<file path="src/rtl/spi_pkg.sv">
// Shared SPI definitions used by both the slave and master-side code.
package spi_pkg;

  localparam int unsigned SPI_DATA_W = 8;

  typedef enum logic [0:0] {
    IDLE   = 1'b0,
    ACTIVE = 1'b1
  } spi_state_e;

endpackage

</file>
<file path="src/rtl/sync_edge.sv">
// Multi-flop synchronizer for an asynchronous input, followed by one delay
// flop so that rising and falling edges of the synchronized level can be
// detected in the clk domain.
module sync_edge #(
  parameter int unsigned SYNC_STAGES = 2,
  parameter logic        RESET_VAL   = 1'b0
) (
  input  logic clk,
  input  logic reset,
  input  logic d,
  output logic level,
  output logic rise,
  output logic fall
);

  logic [SYNC_STAGES-1:0] sync_q;
  logic [SYNC_STAGES-1:0] sync_d;
  logic                   prev_q;
  logic                   prev_d;

  // Next state: shift the raw input into the chain, remember the last level.
  always_comb begin
    sync_d = {sync_q[SYNC_STAGES-2:0], d};
    prev_d = sync_q[SYNC_STAGES-1];
  end

  // Synchronizer and delay flops, preset to the line's idle level.
  always_ff @(posedge clk or posedge reset) begin
    if (reset) begin
      sync_q <= {SYNC_STAGES{RESET_VAL}};
      prev_q <= RESET_VAL;
    end else begin
      sync_q <= sync_d;
      prev_q <= prev_d;
    end
  end

  assign level = sync_q[SYNC_STAGES-1];
  assign rise  = ~prev_q &  level;
  assign fall  =  prev_q & ~level;

endmodule

</file>
<file path="src/rtl/spi_slave.sv">
// SPI mode-0 slave: oversamples sclk/mosi/ss_n with the system clock,
// shifts DATA_W-bit frames MSB first in both directions, and hands received
// bytes to a consumer through a one-entry holding register with overrun and
// framing-error reporting.
module spi_slave
  import spi_pkg::*;
#(
  parameter int unsigned SYNC_STAGES = 2,
  parameter int unsigned DATA_W      = SPI_DATA_W
) (
  input  logic              clk,
  input  logic              reset,
  input  logic              sclk,
  input  logic              mosi,
  input  logic              ss_n,
  output logic              miso,
  input  logic [DATA_W-1:0] tx_data,
  output logic              tx_load,
  output logic [DATA_W-1:0] rx_data,
  output logic              rx_valid,
  input  logic              rx_ready,
  output logic              overrun,
  input  logic              ovr_clr,
  output logic              frame_err,
  output logic              busy
);

  localparam int unsigned      CNT_W    = (DATA_W > 1) ? $clog2(DATA_W) : 1;
  localparam logic [CNT_W-1:0] LAST_BIT = CNT_W'(DATA_W - 1);

  logic sclk_rise, sclk_fall, sclk_lvl_unused;
  logic mosi_lvl, mosi_rise_unused, mosi_fall_unused;
  logic ss_lvl, ss_rise, ss_fall;

  spi_state_e        state_q, state_d;
  logic [DATA_W-1:0] tx_shift_q, tx_shift_d;
  logic [DATA_W-1:0] rx_shift_q, rx_shift_d;
  logic [CNT_W-1:0]  bit_cnt_q, bit_cnt_d;
  logic [DATA_W-1:0] rx_data_q, rx_data_d;
  logic              rx_valid_q, rx_valid_d;
  logic              overrun_q, overrun_d;
  logic              frame_err_q, frame_err_d;
  logic              tx_load_q, tx_load_d;
  logic              byte_done;
  logic [DATA_W-1:0] rx_byte;

  sync_edge #(.SYNC_STAGES(SYNC_STAGES), .RESET_VAL(1'b0)) u_sync_sclk (
    .clk   (clk),
    .reset (reset),
    .d     (sclk),
    .level (sclk_lvl_unused),
    .rise  (sclk_rise),
    .fall  (sclk_fall)
  );

  sync_edge #(.SYNC_STAGES(SYNC_STAGES), .RESET_VAL(1'b0)) u_sync_mosi (
    .clk   (clk),
    .reset (reset),
    .d     (mosi),
    .level (mosi_lvl),
    .rise  (mosi_rise_unused),
    .fall  (mosi_fall_unused)
  );

  // ss_n idles high, so its chain presets to 1 to avoid a false select edge.
  sync_edge #(.SYNC_STAGES(SYNC_STAGES), .RESET_VAL(1'b1)) u_sync_ss (
    .clk   (clk),
    .reset (reset),
    .d     (ss_n),
    .level (ss_lvl),
    .rise  (ss_rise),
    .fall  (ss_fall)
  );

  // Byte as it will look after the current sclk rise shifts mosi in.
  assign rx_byte = {rx_shift_q[DATA_W-2:0], mosi_lvl};

  // Frame FSM and shifters: sample on sclk rise, advance miso on sclk fall.
  always_comb begin
    state_d     = state_q;
    tx_shift_d  = tx_shift_q;
    rx_shift_d  = rx_shift_q;
    bit_cnt_d   = bit_cnt_q;
    tx_load_d   = 1'b0;
    frame_err_d = 1'b0;
    byte_done   = 1'b0;
    unique case (state_q)
      IDLE: begin
        if (ss_fall) begin
          state_d    = ACTIVE;
          tx_shift_d = tx_data;
          rx_shift_d = '0;
          bit_cnt_d  = '0;
          tx_load_d  = 1'b1;
        end
      end
      ACTIVE: begin
        if (ss_rise) begin
          state_d     = IDLE;
          rx_shift_d  = '0;
          bit_cnt_d   = '0;
          frame_err_d = (bit_cnt_q != '0);
        end else if (sclk_rise) begin
          rx_shift_d = rx_byte;
          if (bit_cnt_q == LAST_BIT) begin
            bit_cnt_d  = '0;
            tx_shift_d = tx_data;
            tx_load_d  = 1'b1;
            byte_done  = 1'b1;
          end else begin
            bit_cnt_d = bit_cnt_q + CNT_W'(1);
          end
        end else if (sclk_fall && (bit_cnt_q != '0)) begin
          // A zero count here means a fresh byte was just loaded; its MSB
          // must stay on miso until the master samples it.
          tx_shift_d = {tx_shift_q[DATA_W-2:0], 1'b0};
        end
      end
      default: state_d = IDLE;
    endcase
  end

  // Holding register: accept when empty or draining, otherwise flag overrun.
  always_comb begin
    rx_data_d  = rx_data_q;
    rx_valid_d = rx_valid_q;
    overrun_d  = ovr_clr ? 1'b0 : overrun_q;
    if (byte_done && (!rx_valid_q || rx_ready)) begin
      rx_data_d  = rx_byte;
      rx_valid_d = 1'b1;
    end else begin
      if (byte_done) begin
        overrun_d = 1'b1;
      end
      if (rx_valid_q && rx_ready) begin
        rx_valid_d = 1'b0;
      end
    end
  end

  // State registers.
  always_ff @(posedge clk or posedge reset) begin
    if (reset) begin
      state_q     <= IDLE;
      tx_shift_q  <= '0;
      rx_shift_q  <= '0;
      bit_cnt_q   <= '0;
      rx_data_q   <= '0;
      rx_valid_q  <= 1'b0;
      overrun_q   <= 1'b0;
      frame_err_q <= 1'b0;
      tx_load_q   <= 1'b0;
    end else begin
      state_q     <= state_d;
      tx_shift_q  <= tx_shift_d;
      rx_shift_q  <= rx_shift_d;
      bit_cnt_q   <= bit_cnt_d;
      rx_data_q   <= rx_data_d;
      rx_valid_q  <= rx_valid_d;
      overrun_q   <= overrun_d;
      frame_err_q <= frame_err_d;
      tx_load_q   <= tx_load_d;
    end
  end

  assign miso      = ss_lvl ? 1'b0 : tx_shift_q[DATA_W-1];
  assign tx_load   = tx_load_q;
  assign rx_data   = rx_data_q;
  assign rx_valid  = rx_valid_q;
  assign overrun   = overrun_q;
  assign frame_err = frame_err_q;
  assign busy      = (state_q == ACTIVE);

endmodule

</file>
<file path="config.mk">
export PLATFORM = sky130hd
export DESIGN_NAME = spi_slave
export DESIGN_NICKNAME = d
export VERILOG_FILES = /design/src/rtl/spi_pkg.sv /design/src/rtl/sync_edge.sv /design/src/rtl/spi_slave.sv
export SDC_FILE = /design/constraint.sdc
export NUM_CORES = 1
export LEC_CHECK = 0
export CELL_PAD_IN_SITES_DETAIL_PLACEMENT = 0
export CELL_PAD_IN_SITES_GLOBAL_PLACEMENT = 1
export CORE_UTILIZATION = 42
export DETAILED_ROUTE_END_ITERATION = 10
export PLACE_DENSITY = 0.88
export SKIP_CTS_REPAIR_TIMING = 1
export SLEW_MARGIN = 20
export SYNTH_ARGS = -nofsm -noshare
export SYNTH_HDL_FRONTEND = slang
export SYNTH_HIERARCHICAL = 1
export SYNTH_SLANG_ARGS = --single-unit
export TNS_END_PERCENT = 20
</file>
<file path="constraint.sdc">
create_clock -name clk -period 2.2 [get_ports clk]
set_input_delay 0.22 -clock clk [delete_from_list [all_inputs] [get_ports clk]]
set_output_delay 0.22 -clock clk [all_outputs]
set_load 0.02 [all_outputs]
</file>
==> impl_results.md, run 1 <==
* Status: finished, final reports clean
* Die Span Y at 63.7 um
* Area of the core at 3660 sq um
* RSZ-0062 raised after global routing: false
* Most common cell after layout, fill and taps aside: dfrtp_1
* First-pass DRT Iterations at 4
* Fin worst setup slack at 171 ps
* Post-Syn Nets at 134
* Worst Max-Slew Pin Slew at 603 ps
* Routed wire length at 2670 um
* Rows at 22
* I/O Buffers at 28
* Global-route wire length before repair at 4960 um
* Startpoint types: flop
* Most frequent cells in the layout: 36 x dfrtp_1, 28 x clkdlybuf4s50_1, 22 x mux2_2
* Io pins at 29
* Pint at 1210 uW
* Post-DRT Antenna Nets at 0
* P per Cell Area at 809 nW/um^2
* Setup TNS at 0 ps
* Seq pwr share at 53.4%
* TritonCTS clock tree: done
* Starting density of the core at 43.7%
* Worst flop-to-flop path endpoint: tx_shift_q[7]$_DFFE_PP0P_
* Initial antenna violation count at 0
* Max_cap viols at 0
* F_max at 493 MHz
* Largest fanout on the critical path at 9
* Initial drt markers at 20
* Post-Syn Area per Cell at 13.8 sq um
* Synthesis Warnings at 6
* Final #Nets at 169
* Clock Path Buffers at 2
* Vias in the first global route at 1046
* CP Launch Point: u_sync_sclk/sync_q[1]$_DFF_PP0_
* Gr ovfl total at 0
* Number of vias per cell at 4.82
* Share of cells above drive strength 1 at 25.7%
* Via count at 963
* Pwr Total at 1640 uW
* Leakage at 0.000938 uW
* VDD IR max at 0.511 mV
* Clk pwr share at 28.3%
* Skew-Pair Late Insertion Delay at 290 ps
* Finish-stage setup viols at 0
* DRC viols at 0
* Clock Tree Root: clkbuf_8
* Crit Path Category: flop to flop
* Full die area at 4060 sq um
* Gr usage total at 16.7%
* Gpl congestion at 0.807
* Area Overhead vs Synth at 27.1%
* Min Tclk post-route at 2030 ps
* FF-to-FF Start: u_sync_sclk/sync_q[1]$_DFF_PP0_
* Comb pwr share at 18.3%
* DP Worst Slack at 166 ps
* Die Wd at 63.7 um
* Post-DP HPWL at 1960 um
* Non-Filler Instances at 200
* Hold Fails Final Rpt at 0
* Critical path required time at 2370 ps
* Switching portion of total power at 26.6%
* Placed cells at 192
* Hold Path Class: primary input to async pin
* Clock Pin Slew Worst Setup and Hold Paths at 80 ps
* Internal reg-to-reg setup slack at 170 ps
* CTS H-tree depth at 2
* Psw at 437 uW
* Worst Skew at 9.36 ps
* Largest net degree at the start of global routing at 32
* Sink Count at 39
* Inserted Clock Buffers at 5
* Routed wire length per instance at 13.4 um
* Critical Path Sink Type: flop
* Final period util at 92.2%
* # diodes at 0
* Slew Viols, Final at 0
* R2R cell count at 4
* Post-Syn Instances at 116
* Post-Syn Area at 1600 sq um
* Hold_ws at 148 ps
* CP arrival at 2200 ps
* Relative slew slack at 59.8%
==> how the worst max path moves through the flow <==
stage	end	depth (start not counted)
floorplan	tx_shift_q[1]$_DFFE_PP0P_	4
global placement	tx_shift_q[6]$_DFFE_PP0P_	4
detailed placement	tx_shift_q[7]$_DFFE_PP0P_	4
CTS	tx_shift_q[7]$_DFFE_PP0P_	4
global route	tx_shift_q[7]$_DFFE_PP0P_	4
finish	tx_shift_q[7]$_DFFE_PP0P_	4
==> flip-flops by register name (all words and copies together), names as in the netlist, 2 cells and up <==
register / flops
bit_cnt_q: 3
u_sync_mosi/sync_q: 2
u_sync_sclk/sync_q: 2
rx_data: 8
u_sync_ss/sync_q: 2
tx_shift_q: 8
rx_shift_q: 7
==> worst max-delay path, cell delays in order (launching register included) <==
cell and delay, ps:
dfrtp_1 360, nor2b_1 470, nand2b_1 430, mux2_2 390, mux2_2 260
==> area by class of cell <==
class,count,area (sq um)
flip-flops and latches,39,980
clock buffers,6,72.6
multi-input cells,65,572
clock inverters,2,12.5
fillers,304,1630
inverters,9,33.8
well taps,48,60.1
repair buffers,31,303
==> through the flow <==
step / utilization (%) / cell area [sq um]
global route: 55.5 / 2030
detailed placement: 53.2 / 1950
floorplan: - / 1600
global placement: 53.2 / 1950
finish: 55.5 / 2030
CTS: 55.5 / 2030
==> power by group through the flow <==
stage / clock network, uW / registers [uW] / logic [uW]
5_1_grt: 516 / 893 / 336
2_1_floorplan: 0 / 878 / 215
3_3_place_gp: 0 / 884 / 289
6_report: 465 / 879 / 300
3_5_place_dp: 0 / 889 / 303
4_1_cts: 478 / 878 / 305
==> metal layers <==
| layer | vias up | global-route usage (%) | routed length (um) |
|---|---|---|---|
| li1 | 467 | - | - |
| met1 | 475 | 19.5 | 1250 |
| met2 | 19 | 27.0 | 1300 |
| met3 | 2 | 6.88 | 100 |
| met4 | 0 | 6.53 | 17 |
| met5 | - | 0 | 0 |
(Power assumes the default switching activity.)
==> run 2, diff against run 1 <==
--- a/config.mk
+++ b/config.mk
@@ -7,6 +7,7 @@
 export LEC_CHECK = 0
 export CELL_PAD_IN_SITES_DETAIL_PLACEMENT = 0
 export CELL_PAD_IN_SITES_GLOBAL_PLACEMENT = 1
+export CORE_MARGIN = 5
 export CORE_UTILIZATION = 42
 export DETAILED_ROUTE_END_ITERATION = 10
 export PLACE_DENSITY = 0.88
==> constraint.sdc (replaced) <==
create_clock -name clk -period 2.2 [get_ports clk]
set_input_delay 0.33 -clock clk [delete_from_list [all_inputs] [get_ports clk]]
set_output_delay 0.33 -clock clk [all_outputs]
set_load 0.02 [all_outputs]
==> impl_results.md, run 2 (same netlist as run 1, synthesis figures left out) <==
* Min Tclk post-route at 1980 ps
* CP Buf/Inv Count at 0
* Area Overhead vs Synth at 27.1%
* Clock Pin Slew Worst Setup and Hold Paths at 70 ps
* Routed wire length per instance at 13.8 um
* Share of cells above drive strength 1 at 25.7%
* TritonCTS clock tree: done
* Via count at 997
* Setup TNS at 0 ps
* Critical Path Sink Type: flop
* Initial antenna violation count at 0
* RSZ-0062 raised after global routing: false
* Most common cell after layout, fill and taps aside: dfrtp_1
* First-pass DRT Iterations at 4
* # diodes at 0
* Inserted Clock Buffers at 5
* Gr usage total at 12.3%
* Sink Count at 39
* Delay-heaviest family, CP: simple AND/OR/NAND/NOR gates
* Clock Tree Root: clkbuf_8
* Largest net degree at the start of global routing at 32
* Finish-stage setup viols at 0
* Global-route wire length before repair at 4810 um
* DRC viols at 0
* Max_cap viols at 0
* Routed wire length at 2760 um
* Slew Viols, Final at 0
* Met3 usage at 3.79%
* Die Span Y at 71.7 um
* Skew-Pair Late Insertion Delay at 290 ps
* Post-route cell area at 2030 sq um
* Startpoint types: flop
* Gpl congestion at 0.771
* Hold Path Class: primary input to async pin
* Slowest Stage Delay on Critical Path at 450 ps
* Placed cells at 192
* Crit Path Category: flop to flop
* Global routing met2 resource utilization at 19.4%
* Gr ovfl total at 0
* I/O Buffers at 28
* Initial drt markers at 56
* Relative slew slack at 58.9%
* Fin worst setup slack at 215 ps
* Vias in the first global route at 1032
* Most frequent CP cell: mux2_2
* CP Cell Sequence: nor2b_1 -> nand2b_1 -> mux2_2 -> mux2_2
* Post-DRT Antenna Nets at 0
* Number of vias per cell at 4.99
* VDD IR max at 0.467 mV
* Critical path required time at 2370 ps
* Post-DP HPWL at 2070 um
* CTS H-tree depth at 2
* Leakage at 0.000938 uW
* CP arrival at 2150 ps
* F_max at 504 MHz
* Full die area at 5140 sq um
* Rows at 22
* Io pins at 29
* Final period util at 90.2%
* Worst Skew at 10.1 ps
* Worst Max-Slew Pin Slew at 616 ps
* Hold Fails Final Rpt at 0
* Area of the core at 3690 sq um
* Most frequent cells in the layout: 36 x dfrtp_1, 28 x clkdlybuf4s50_1, 22 x mux2_2
* P per Cell Area at 803 nW/um^2
* Top Usage Layer GRT: met2
* Die Wd at 71.7 um
* Status: finished, final reports clean
* Non-Filler Instances at 200
* Final #Nets at 169
* Clock Path Buffers at 2
* Starting density of the core at 43.4%
* Largest fanout on the critical path at 9
* GR Util met1 at 15.1%
* DP Worst Slack at 225 ps
* DP Area at 1950 sq um
* Slowest stage cell, crit path: nor2b_1
run 2: worst reg2reg max path, stage by stage (launching register included):
cell	delay (ps)
dfrtp_1	350
nor2b_1	450
nand2b_1	410
mux2_2	390
mux2_2	260
run 2: report_power, final:
part	switching, uW	internal (uW)
combinational	129	169
sequential	58.6	816
clock	238	221
total	425	1210
run 2: layout make-up:
cell class              instances  area [sq um]
clock inverters                 2          12.5
inverters                       9          33.8
multi-input cells              65           572
flip-flops and latches         39           980
repair buffers                 31           303
fillers                       322          1660
clock buffers                   6          72.6
well taps                      48          60.1
run 2: per-stage QoR:
step / hold WS [ps] / util, % / power (uW)
after global placement: 335 / 52.8 / 1170
after CTS: 275 / 55.1 / 1660
after floorplan: 71.2 / - / 1090
after global routing: 295 / 55.1 / 1740
final: 272 / 55.1 / 1630
after detailed placement: 336 / 52.8 / 1190
run 2: metal layers:
| layer | up-vias | share of wire (%) |
|---|---|---|
| met2 | 19 | 52 |
| met3 | 5 | 4.7 |
| met5 | - | 0 |
| li1 | 469 | - |
| met4 | 0 | 1.7 |
| met1 | 504 | 42 |
run 2: path summary, 6_finish.rpt:
kind	slack, ps	end	from	cells after the start
min reg2reg	350	u_sync_sclk/sync_q[1]$_DFF_PP0_	u_sync_sclk/sync_q[0]$_DFF_PP0_	0
max reg2reg	220	tx_shift_q[1]$_DFFE_PP0P_	u_sync_sclk/sync_q[1]$_DFF_PP0_	4
max	220	tx_shift_q[1]$_DFFE_PP0P_	u_sync_sclk/sync_q[1]$_DFF_PP0_	4
min in group clk	350	u_sync_sclk/sync_q[1]$_DFF_PP0_	u_sync_sclk/sync_q[0]$_DFF_PP0_	0
max in group asynchronous	1400	frame_err$_DFF_PP0_	reset	3
min	270	u_sync_mosi/sync_q[1]$_DFF_PP0_	reset	2
